`src/rtl/spike_aer_sender.sv`:
```
// spike_aer_sender: turns fired-neuron events into AER packets
// read from the AER table (unicast entry or multicast chain).
module spike_aer_sender #(
  parameter int NURN_CNT_BIT_WIDTH = 8,
  parameter int AER_BIT_WIDTH      = 32,
  parameter int CNT_WIDTH          = 16
) (
  input  logic                          clk_i,
  input  logic                          rst_i,
  input  logic                          spike_valid_i,
  output logic                          spike_ready_o,
  input  logic [NURN_CNT_BIT_WIDTH-1:0] spike_nurn_id_i,
  input  logic [3:0]                    spike_aer_num_i,
  input  logic [NURN_CNT_BIT_WIDTH-1:0] spike_aer_ptr_i,
  input  logic                          multicast_i,
  output logic [NURN_CNT_BIT_WIDTH:0]   aer_addr_o,
  output logic                          aer_rd_en_o,
  input  logic [AER_BIT_WIDTH-1:0]      aer_data_i,
  output logic                          pkt_valid_o,
  output logic [AER_BIT_WIDTH-1:0]      pkt_data_o,
  input  logic                          pkt_ready_i,
  output logic [CNT_WIDTH-1:0]          sent_cnt_o,
  output logic                          busy_o
);

  localparam int AW = NURN_CNT_BIT_WIDTH + 1;

  localparam logic [1:0] IDLE = 2'd0;
  localparam logic [1:0] READ = 2'd1;
  localparam logic [1:0] LOAD = 2'd2;
  localparam logic [1:0] SEND = 2'd3;

  localparam logic [NURN_CNT_BIT_WIDTH-1:0] ID_ONE = 1;
  localparam logic [CNT_WIDTH-1:0] CNT_ONE = 1;

  logic [1:0]               state_q;
  logic [AW-1:0]            addr_q;
  logic [3:0]               rem_q;
  logic                     mc_q;
  logic                     chain_q;
  logic                     pkt_valid_q;
  logic [AER_BIT_WIDTH-1:0] pkt_data_q;
  logic [CNT_WIDTH-1:0]     cnt_q;

  logic accept;
  logic hshake;
  logic more;
  logic no_pkts;

  assign accept  = (state_q == IDLE) & spike_valid_i;
  assign no_pkts = multicast_i & (spike_aer_num_i == 4'd0);
  assign hshake  = (state_q == SEND) & pkt_valid_q & pkt_ready_i;
  assign more    = mc_q & chain_q & (rem_q != 4'd0);

  assign spike_ready_o = (state_q == IDLE) & ~rst_i;
  assign aer_rd_en_o   = (state_q == READ);
  assign aer_addr_o    = addr_q;
  assign pkt_valid_o   = pkt_valid_q;
  assign pkt_data_o    = pkt_data_q;
  assign sent_cnt_o    = cnt_q;
  assign busy_o        = (state_q != IDLE);

  // Sequencing: one event at a time, read/load/send per entry.
  always_ff @(posedge clk_i or posedge rst_i) begin
    if (rst_i) begin
      state_q <= IDLE;
    end else begin
      unique case (state_q)
        IDLE: if (accept && !no_pkts) state_q <= READ;
        READ: state_q <= LOAD;
        LOAD: state_q <= SEND;
        SEND: if (hshake) state_q <= more ? READ : IDLE;
        default: state_q <= IDLE;
      endcase
    end
  end

  // Event latch, entry capture, packet handshake and sent counter.
  always_ff @(posedge clk_i or posedge rst_i) begin
    if (rst_i) begin
      addr_q      <= '0;
      rem_q       <= '0;
      mc_q        <= 1'b0;
      chain_q     <= 1'b0;
      pkt_valid_q <= 1'b0;
      pkt_data_q  <= '0;
      cnt_q       <= '0;
    end else begin
      if (accept) begin
        mc_q <= multicast_i;
        if (multicast_i) begin
          addr_q <= {1'b1, spike_aer_ptr_i};
          rem_q  <= spike_aer_num_i;
        end else begin
          addr_q <= {1'b0, spike_nurn_id_i};
          rem_q  <= 4'd1;
        end
      end
      if (state_q == LOAD) begin
        pkt_data_q  <= {1'b0, aer_data_i[AER_BIT_WIDTH-2:0]};
        chain_q     <= aer_data_i[AER_BIT_WIDTH-1];
        rem_q       <= rem_q - 4'd1;
        pkt_valid_q <= 1'b1;
      end
      if (hshake) begin
        pkt_valid_q <= 1'b0;
        if (cnt_q != '1) cnt_q <= cnt_q + CNT_ONE;
        if (more) addr_q[AW-2:0] <= addr_q[AW-2:0] + ID_ONE;
      end
    end
  end

endmodule
```
`config.mk`:
```
export PLATFORM = sky130hd
export DESIGN_NAME = spike_aer_sender
export DESIGN_NICKNAME = d
export VERILOG_FILES = /design/src/rtl/spike_aer_sender.sv
export SDC_FILE = /design/constraint.sdc
export NUM_CORES = 1
export LEC_CHECK = 0
export ABC_CLOCK_PERIOD_IN_PS = 3000
export BUFFER_PORTS_ARGS = -buffer_cell sky130_fd_sc_hd__buf_2
export CAP_MARGIN = 0
export CORE_ASPECT_RATIO = 1.75
export CORE_MARGIN = 2
export CORE_UTILIZATION = 45
export DETAILED_ROUTE_END_ITERATION = 16
export PLACE_DENSITY = 0.8
export SLEW_MARGIN = 20
export SYNTH_ARGS = -nofsm -noshare
export SYNTH_HDL_FRONTEND = slang
export SYNTH_SLANG_ARGS = --single-unit
```
`constraint.sdc`:
```
create_clock -name clk_i -period 3 [get_ports clk_i]
set_input_delay 0.9 -clock clk_i [delete_from_list [all_inputs] [get_ports clk_i]]
set_output_delay 0.9 -clock clk_i [all_outputs]
set_load 0.01 [all_outputs]
```
==> metrics.txt, run 1 <==
antenna-violating nets left 0; Critical Path AT roughly 1.4 ns; Unique masters post-synth 47; Max H-tree Level 3; placed cell count around 460; Period minus WS final about 2.3 ns; initial antenna violation count 0; min-delay worst type flop to flop; RSZ-0062 raised after global routing false; power density over the cells between 1000 and 1500 nW/um^2; Final Setup Violations 0; Resized Gates After CTS 0; number of buffers added on ports 116; Initial Utilization 45.7%; Layout Cells excl Fill roughly 470; IO Pins 118; DPL Wire Length 5.18 mm; clock latency at the later pin of the worst-skew pair 0.32 ns; Post-CTS Hold Fix Bufs 0; cell area after layout roughly 4100 sq um; filler cell count approximately 580; crit share post-route between 70% and 80%; Ys Warns 0; Area after DPL 3770 sq um; drt total wl about 7 mm; Die ar. between 7000 and 8000 sq um; Setup Fix Bufs, Post-CTS 0; DRC errors left 0; # diodes 0; CTS Buf Count 9; Core ar. between 6000 and 7000 sq um; total gr overflow 0; startpoint types flop; largest net degree at the start of global routing 65; Syn Inst Count 268; Final nets 450; share of the yosys chip area belonging to registers between 50% and 60%; Max Root-Sink Buffers 2; Pwr Total around 4200 uW; DRT iter0 DRCs roughly 130; ys flop type dfrtp_1; sequential cell area around 1600 sq um; layout cells sized above 1 a little under half; P&R area growth vs syn 31.5%; Final Util about 60%; die height ~110 microns; status completed; Hold Crit Start pkt_data_o[3]; slew margin rel. between 60% and 70%; Yosys reg bits 64; setup TNS 0 ns; TritonCTS Sinks 64; Max Freq around 0.43 GHz; number of enable flip-flop cells after synthesis 0; via count of the routed design 2531; Clock Pin Slew Worst Setup and Hold Paths approximately 0.05 ns; Final Skew 0.00722 ns; Rows 40; WS Path Type flop to output pin; count leader, synth dfrtp_1; Cell Area, Synth approximately 3100 sq um; post-synth top area cell dfrtp_1; CTS tree yes; CP endpoint kind output pin; Die W approximately 67 microns; crit path launch state_q[0]; synth top area cells dfrtp_1, mux2_2, ha_1; first-pass GRT wire length around 12 mm; Max Cap Viol 0; final slew viol count 0; WP data required between 2 and 2.5 ns; slew at the pin closest to its max-slew limit between 0.5 and 0.6 ns; syn avg cell area 11.6 sq um; Vias/cell 5.35; Lkg Pwr 0.00203 uW; Yosys top cell area share a little over 50%; Hold Fails Final Rpt 0; syn nets between 300 and 400; vias in the first global route approximately 2600; Max IR drop VDD 444 uV; r2r startpoint state_q[1]; routability congestion estimate 0.814; Multi-input gate area between 1000 and 1500 sq um; most instantiated cells after synthesis dfrtp_1, mux2_2, nand2_1; largest fanout on the critical path 5; GRT Util Overall 20.0%; clock root buffer clkbuf_16; drt first pass iters 5; asr flop ratio synth 100%; wire length per cell 14.6 microns
## worst paths after layout
kind                                 endpoint  slack (ns)  cells after the start
worst max-delay path            spike_ready_o        0.67                      5
worst min register to register  pkt_data_o[3]        0.50                      1
max in group asynchronous       pkt_data_o[3]        2.08                      3
worst max register to register  aer_addr_o[0]        0.91                      5
min in group asynchronous            rem_q[0]        0.65                      3
worst min-delay path            pkt_data_o[3]        0.50                      1
## cells in the final DEF, fill, tap and decap left out, types with 2 or more instances in the layout
cell type,count
buf_2,116
bufinv_16,2
o211ai_1,3
and4_1,2
nand2_1,17
xor2_1,7
clkbuf_16,9
nand3_1,15
nand4_1,5
ha_1,7
nor2_1,15
mux2_2,36
a211oi_1,4
a21oi_1,10
xnor2_1,7
or3_1,2
nor2b_1,3
inv_1,6
and3_1,7
mux2i_1,7
dfrtp_1,64
buf_4,2
o221a_2,3
a2bb2oi_1,2
clkbuf_8,2
o21ai_0,2
nor3_1,8
nor3b_1,2
## stage by stage
| stage | setup slack [ns] | hold WS, ns |
|---|---|---|
| global route | 0.576 | 0.520 |
| detailed placement | 0.601 | 0.494 |
| CTS | 0.665 | 0.504 |
| floorplan | 0.502 | 0.470 |
| global placement | 0.631 | 0.483 |
| finish | 0.673 | 0.500 |
## sequential cells by signal, summed over array words and instances, names as in the netlist
register	cells
pkt_data_o	31
sent_cnt_o	16
aer_addr_o	9
rem_q	4
state_q	2
chain_q	1
pkt_valid_o	1
## power breakdown
part / internal [uW] / switching [uW] / leakage [uW]
Sequential: 1230 / 275 / 0.000775
Combinational: 793 / 746 / 0.00109
Clock: 766 / 346 / 0.000159
## critical path, stage by stage, from the launching register on
cell	delay, ns
dfrtp_1	0.39
inv_1	0.14
ha_1	0.24
inv_1	0.10
nor2_1	0.10
buf_2	0.13
## layout make-up
cell class / count / share of cell area, %
clock buffers: 12 / 6.27
clock inverters: 3 / 1.59
inverters: 7 / 0.642
multi-input cells: 184 / 34.7
flip-flops and latches: 64 / 39.1
well taps: 84 / 2.57
repair buffers: 119 / 15.0
## cells by family after synthesis
| kind of cell | Yosys count | share of synthesized area, % |
|---|---|---|
| AO/OA/AOI/OAI | 33 | 7.92 |
| adder cells (fa/ha/maj) | 8 | 3.22 |
| XOR/XNOR | 14 | 3.94 |
| flip-flops | 64 | 51.5 |
| buffers and inverters | 20 | 2.94 |
| multiplexers | 43 | 15.3 |
| AND/OR/NAND/NOR | 85 | 15.1 |
| other | 1 | 0.121 |
## metal layers
layer  GRT usage (%)  wire length (microns)
met5               0                      0
met4            10.7                    210
met3            4.34                    346
met2            34.5                   3800
met1            22.3                   2550
No activity file was read; power rests on OpenSTA's default activity.
==> run 2, diff against run 1 <==
--- a/config.mk
+++ b/config.mk
@@ -5,7 +5,7 @@
 export SDC_FILE = /design/constraint.sdc
 export NUM_CORES = 1
 export LEC_CHECK = 0
-export ABC_CLOCK_PERIOD_IN_PS = 3000
+export ABC_CLOCK_PERIOD_IN_PS = 2200
 export BUFFER_PORTS_ARGS = -buffer_cell sky130_fd_sc_hd__buf_2
 export CAP_MARGIN = 0
 export CORE_ASPECT_RATIO = 1.75
==> constraint.sdc (replaced) <==
create_clock -name clk_i -period 2.2 [get_ports clk_i]
set_input_delay 0.66 -clock clk_i [delete_from_list [all_inputs] [get_ports clk_i]]
set_output_delay 0.66 -clock clk_i [all_outputs]
set_load 0.01 [all_outputs]
==> metrics.txt, run 2 (synthesis gave the netlist of run 1 again) <==
internal power 3590 uW (+29%); Rows 40 (unchanged); Max Cap Viol 0 (unchanged); Reg power frac 37.7% (+1.5 points); clock latency at the later pin of the worst-skew pair 0.32 ns (about the same); Initial Utilization 45.7% (unchanged); CTS tree yes; WP data required 1.54 ns (-0.56 ns); number of buffers added on ports 116 (unchanged); Core ar. 6810 sq um (unchanged); min-delay worst type input pin to asynchronous set/reset pin; Post-CTS Hold Fix Bufs 0 (unchanged); total gr overflow 0 (unchanged); placed cell count 462 (+0.87%); DPL Wire Length 5.34 mm (+3.2%); antenna-violating nets left 0 (unchanged); Hold Fails Final Rpt 0 (unchanged); routability congestion estimate 0.879 (+7.9%); final worst slack 0.153 ns (-0.520 ns); RSZ-0062 raised after global routing false; P&R area growth vs syn 31.0%; crit share post-route between 90 and 100%; Top Usage Layer GRT met2; Clk pwr share 22.9% (-3.8 points); clock root buffer clkbuf_16; Final Skew 0.00439 ns (-0.00282 ns); Final nets 454 (+0.89%); DRT iter0 DRCs 116 (-7.2%); setup TNS 0 ns (unchanged); most common cell after layout, fill and taps aside buf_2; Critical Path AT 1.39 ns (-0.04 ns); startpoint types flop; met3 GRT Util 5.23% (+0.89 points); power density over the cells 1340 nW/um^2 (+32%); largest fanout on the critical path 5 (unchanged); WS Path Type flop to output pin; Layout Cells excl Fill 475 (+0.42%); wire length per cell 14.9 microns (+2.3%); max reg flops 31 (unchanged); CTS Buf Count 9 (unchanged); M1 GR Usage 23.4% (+1.1 points); TritonCTS Sinks 64 (unchanged); NetSw 1870 uW (+37%); DRC errors left 0 (unchanged); drt first pass iters 4 (-1); Max H-tree Level 3 (unchanged); Period minus WS final around 2.0 ns; Final Setup Violations 0 (unchanged); Die ar. 7620 sq um (unchanged); layout cells sized above 1 47.6% (+0.53 points); first-pass GRT wire length 11.7 mm (+1.8%); Vias/cell 5.30 (-0.97%); largest net degree at the start of global routing 41 (-37%); IO Pins 118 (unchanged); Max IR drop VDD 834 uV (+88%); Clock Pin Slew Worst Setup and Hold Paths 0.05 ns (about the same); Comb power frac 39.4% (+2.4 points); slew at the pin closest to its max-slew limit 0.562 ns (+0.0214 ns); die height 114 microns (unchanged); Lkg Pwr 0.00201 uW (-0.59%); Max Root-Sink Buffers 2 (unchanged); Die W 66.9 microns (unchanged); GR Layer Usage met2 35.2% (+0.73 points); hold slack 0.405 ns (-0.0948 ns); CP endpoint kind output pin; Max Freq around 0.49 GHz; vias in the first global route 2537 (-0.67%); # diodes 0 (unchanged); pre-CTS WS 0.221 ns (-0.380 ns); Setup Fix Bufs, Post-CTS 0 (unchanged); most frequent cells in the layout buf_2, dfrtp_1, mux2_2, nand2_1; GRT Util Overall 20.4% (+0.43 points); via count of the routed design 2517 (-0.55%); slew margin rel. 62.5% (-0.58 points); Net Sw Frac 34.2% (+1.4 points); Resized Gates After CTS 0 (unchanged); drt total wl 7.09 mm (+2.7%); final slew viol count 0 (unchanged); status completed; initial antenna violation count 0 (unchanged)
[run 2: changes by cell type in the layout (fill, tap and decap cells not counted), sizes merged]
cell | before | now
buf | 119 | 123
bufinv | 2 | 0
clkinvlp | 0 | 1
inv | 7 | 6
[run 2: final timing paths]
check	from	endpoint	slack [ns]	cells after the start
worst max-delay path	state_q[1]	spike_ready_o	0.15	5
worst min-delay path	rst_i	state_q[0]	0.41	2
worst max register to register	rem_q[0]	aer_addr_o[0]	0.24	7
worst min register to register	pkt_data_o[1]	pkt_data_o[1]	0.50	1
max in group asynchronous	rst_i	sent_cnt_o[6]	1.21	3
min in group clk_i	pkt_data_o[1]	pkt_data_o[1]	0.50	1
[run 2: worst max-delay path: stages, from the launching register on]
cell	delay [ns]
dfrtp_1	0.42
inv_1	0.12
ha_1	0.22
inv_1	0.09
nor2_1	0.09
buf_2	0.13
[run 2: per-layer routing]
| metal | routed length [microns] | vias to the layer above | part of all wire, % |
|---|---|---|---|
| met1 | 2700 | 1207 | 38 |
| met4 | 160 | 0 | 2.3 |
| li1 | - | 1206 | - |
| met3 | 346 | 15 | 4.9 |
| met5 | 0 | - | 0 |
| met2 | 3880 | 89 | 55 |
[run 2: power groups by stage]
stage          logic (uW)  clock network [uW]  registers [uW]
2_1_floorplan        1210                   0            2200
4_1_cts              2180                1280            2050
3_3_place_gp         2100                   0            2040
3_5_place_dp         2170                   0            2070
5_1_grt              2360                1350            2120
6_report             2150                1250            2060
[run 2: metrics by stage]
step / utilization [%] / power, uW / instance area [sq um]
after floorplan: - / 3420 / 3120
after global placement: 56.1 / 4140 / 3820
after detailed placement: 56.1 / 4240 / 3820
after CTS: 59.9 / 5520 / 4080
after global routing: 59.9 / 5840 / 4080
final: 59.9 / 5460 / 4080
[run 2: area by class of cell]
class                           count  area (sq um)
Clock buffer                       12           256
Timing Repair Buffer              123           658
Clock inverter                      1          5.00
Multi-Input combinational cell    184          1420
Fill cell                         602          2730
Sequential cell                    64          1600
Tap cell                           84           105
Inverter                            7          30.0
==> run 3, diff against run 2 <==
--- a/config.mk
+++ b/config.mk
@@ -13,6 +13,7 @@
 export CORE_UTILIZATION = 45
 export DETAILED_ROUTE_END_ITERATION = 16
 export PLACE_DENSITY = 0.8
+export SETUP_SLACK_MARGIN = 0.2
 export SLEW_MARGIN = 20
 export SYNTH_ARGS = -nofsm -noshare
 export SYNTH_HDL_FRONTEND = slang
==> metrics.txt, run 3 (synthesis gave the netlist of run 1 again) <==
status completed; via count of the routed design 2542 (+0.99%); hold slack 0.405 ns (-0.000243 ns); Critical Path AT 1.25 ns (-0.14 ns); slew margin rel. 62.3% (-0.16 points); Max Root-Sink Buffers 2 (unchanged); vias in the first global route 2548 (+0.43%); RSZ-0062 raised after global routing false; first-pass GRT wire length 11.8 mm (+0.29%); wire length per cell 15.0 microns (+0.16%); filler cell count 598 (-0.66%); WL met1 2.74 mm (+1.1%); Vias/cell 5.32 (+0.36%); routability congestion estimate 0.879 (unchanged); total gr overflow 0 (unchanged); number of buffers added on ports 116 (unchanged); setup TNS 0 ns (unchanged); layout cells sized above 1 49.0% (+1.4 points); Final nets 457 (+0.66%); r2r startpoint state_q[1]; startpoint types flop; antenna-violating nets left 0 (unchanged); met3 wire len 315 microns (-9.0%); WL met2 3.94 mm (+1.6%); Reg2Reg Depth 5 (-2); CTS Buf Count 9 (unchanged); initial antenna violation count 0 (unchanged); Layout Cells excl Fill 478 (+0.63%); drt first pass iters 4 (unchanged); most frequent cells in the layout buf_2, dfrtp_1, mux2_2, nand2_1; Period minus WS final 1.91 ns (-0.137 ns); clock latency at the later pin of the worst-skew pair 0.32 ns (about the same); Final Setup Violations 0 (unchanged); WP data required 1.54 ns (about the same); CP endpoint kind output pin; IO Pins 118 (unchanged); max reg flops 31 (unchanged); DRC errors left 0 (unchanged); GRT Util Overall 20.5% (+0.061 points); P&R area growth vs syn 32.5%; internal power 3640 uW (+1.4%); NetSw 1900 uW (+1.8%); Die ar. 7620 sq um (unchanged); Max Freq 0.523 GHz (+7.2%); TritonCTS Sinks 64 (unchanged); Die W 66.9 microns (unchanged); Rows 40 (unchanged); Net Sw Frac 34.3% (+0.089 points); crit share post-route 86.8% (-6.2 points); Final Skew 0.00480 ns (+0.000403 ns); most common cell after layout, fill and taps aside buf_2; Hold Fails Final Rpt 0 (unchanged); Clock Pin Slew Worst Setup and Hold Paths 0.05 ns (about the same); slew at the pin closest to its max-slew limit 0.564 ns (+0.00232 ns); Comb power frac 40.2% (+0.8 points); crit path launch state_q[1]; top sig layer met4; WS Path Type flop to output pin; Max H-tree Level 3 (unchanged); Reg power frac 37.2% (-0.5 points); die height 114 microns (unchanged); # diodes 0 (unchanged); Post-CTS Hold Fix Bufs 0 (unchanged); CTS tree yes; largest fanout on the critical path 4 (-1); DPL Wire Length 5.34 mm (unchanged); clock root buffer clkbuf_16; worst r2r dst aer_addr_o[0]; Max Cap Viol 0 (unchanged); DRT iter0 DRCs 132 (+14%); Pwr Total 5540 uW (+1.5%); Final Util 60.6% (+0.66 points); Clk pwr share 22.6% (-0.3 points); Lkg Pwr 0.00203 uW (+0.74%); flop2flop setup slack 0.32 ns (+0.08 ns); min-delay worst type input pin to asynchronous set/reset pin; Max IR drop VDD 925 uV (+11%); final slew viol count 0 (unchanged); Core ar. 6810 sq um (unchanged); placed cell count 462 (unchanged); power density over the cells 1340 nW/um^2 (+0.41%); drt total wl 7.15 mm (+0.79%); Initial Utilization 45.7% (unchanged); largest net degree at the start of global routing 41 (unchanged)
## run 3: changes by cell type in the layout (fill, tap and decap cells not counted)
cell     delta
buf_4       +3
ha_1        -1
ha_4        +1
inv_1       -1
inv_2       +1
nor3_1      -1
nor3_2      +1
nor3b_1     -1
nor3b_2     +1
## run 3: metal layers
metal	global-route usage, %	up-vias
met1	23.4	1233
li1	-	1209
met4	8.71	0
met5	0	-
met3	5.23	13
met2	35.4	87
## run 3: final cells by class
cell class	instances	area [sq um]	share of cell area (%)
Inverter	7	30.0	0.728
Multi-Input combinational cell	184	1440	35.0
Clock buffer	12	256	6.22
Clock inverter	1	5.00	0.121
Sequential cell	64	1600	38.8
Timing Repair Buffer	126	681	16.5
Tap cell	84	105	2.55
## run 3: repair_timing
| action | 4_1_cts | 5_1_grt |
|---|---|---|
| resized for setup | 3 | 3 |
| gates cloned | 0 | 0 |
| buffers inserted | 2 | 1 |
| setup endpoints to repair | 2 | 4 |
## run 3: worst max path at each step
stage / to / slack (ns)
after floorplan: aer_addr_o[0] / 0.30
after global placement: aer_addr_o[0] / 0.27
after detailed placement: aer_addr_o[0] / 0.22
after CTS: spike_ready_o / 0.20
after global routing: spike_ready_o / 0.20
final: spike_ready_o / 0.29
## run 3: per-stage QoR
stage / setup WS (ns) / cell area, sq um
after global placement: 0.269 / 3820
final: 0.289 / 4120
after global routing: 0.204 / 4120
after CTS: 0.203 / 4100
after floorplan: 0.295 / 3120
after detailed placement: 0.221 / 3820
## run 3: power by group through the flow
stage	combinational [uW]	sequential (uW)	clock (uW)
after global routing	2440	2130	1350
final	2230	2060	1250
after CTS	2210	2060	1280
after global placement	2100	2040	0
after floorplan	1210	2200	0
after detailed placement	2170	2070	0
## run 3: critical path, cell delays in order (launching register included)
cell	delay, ns
dfrtp_1	0.41
inv_2	0.10
ha_4	0.14
inv_1	0.06
nor2_1	0.09
buf_2	0.13
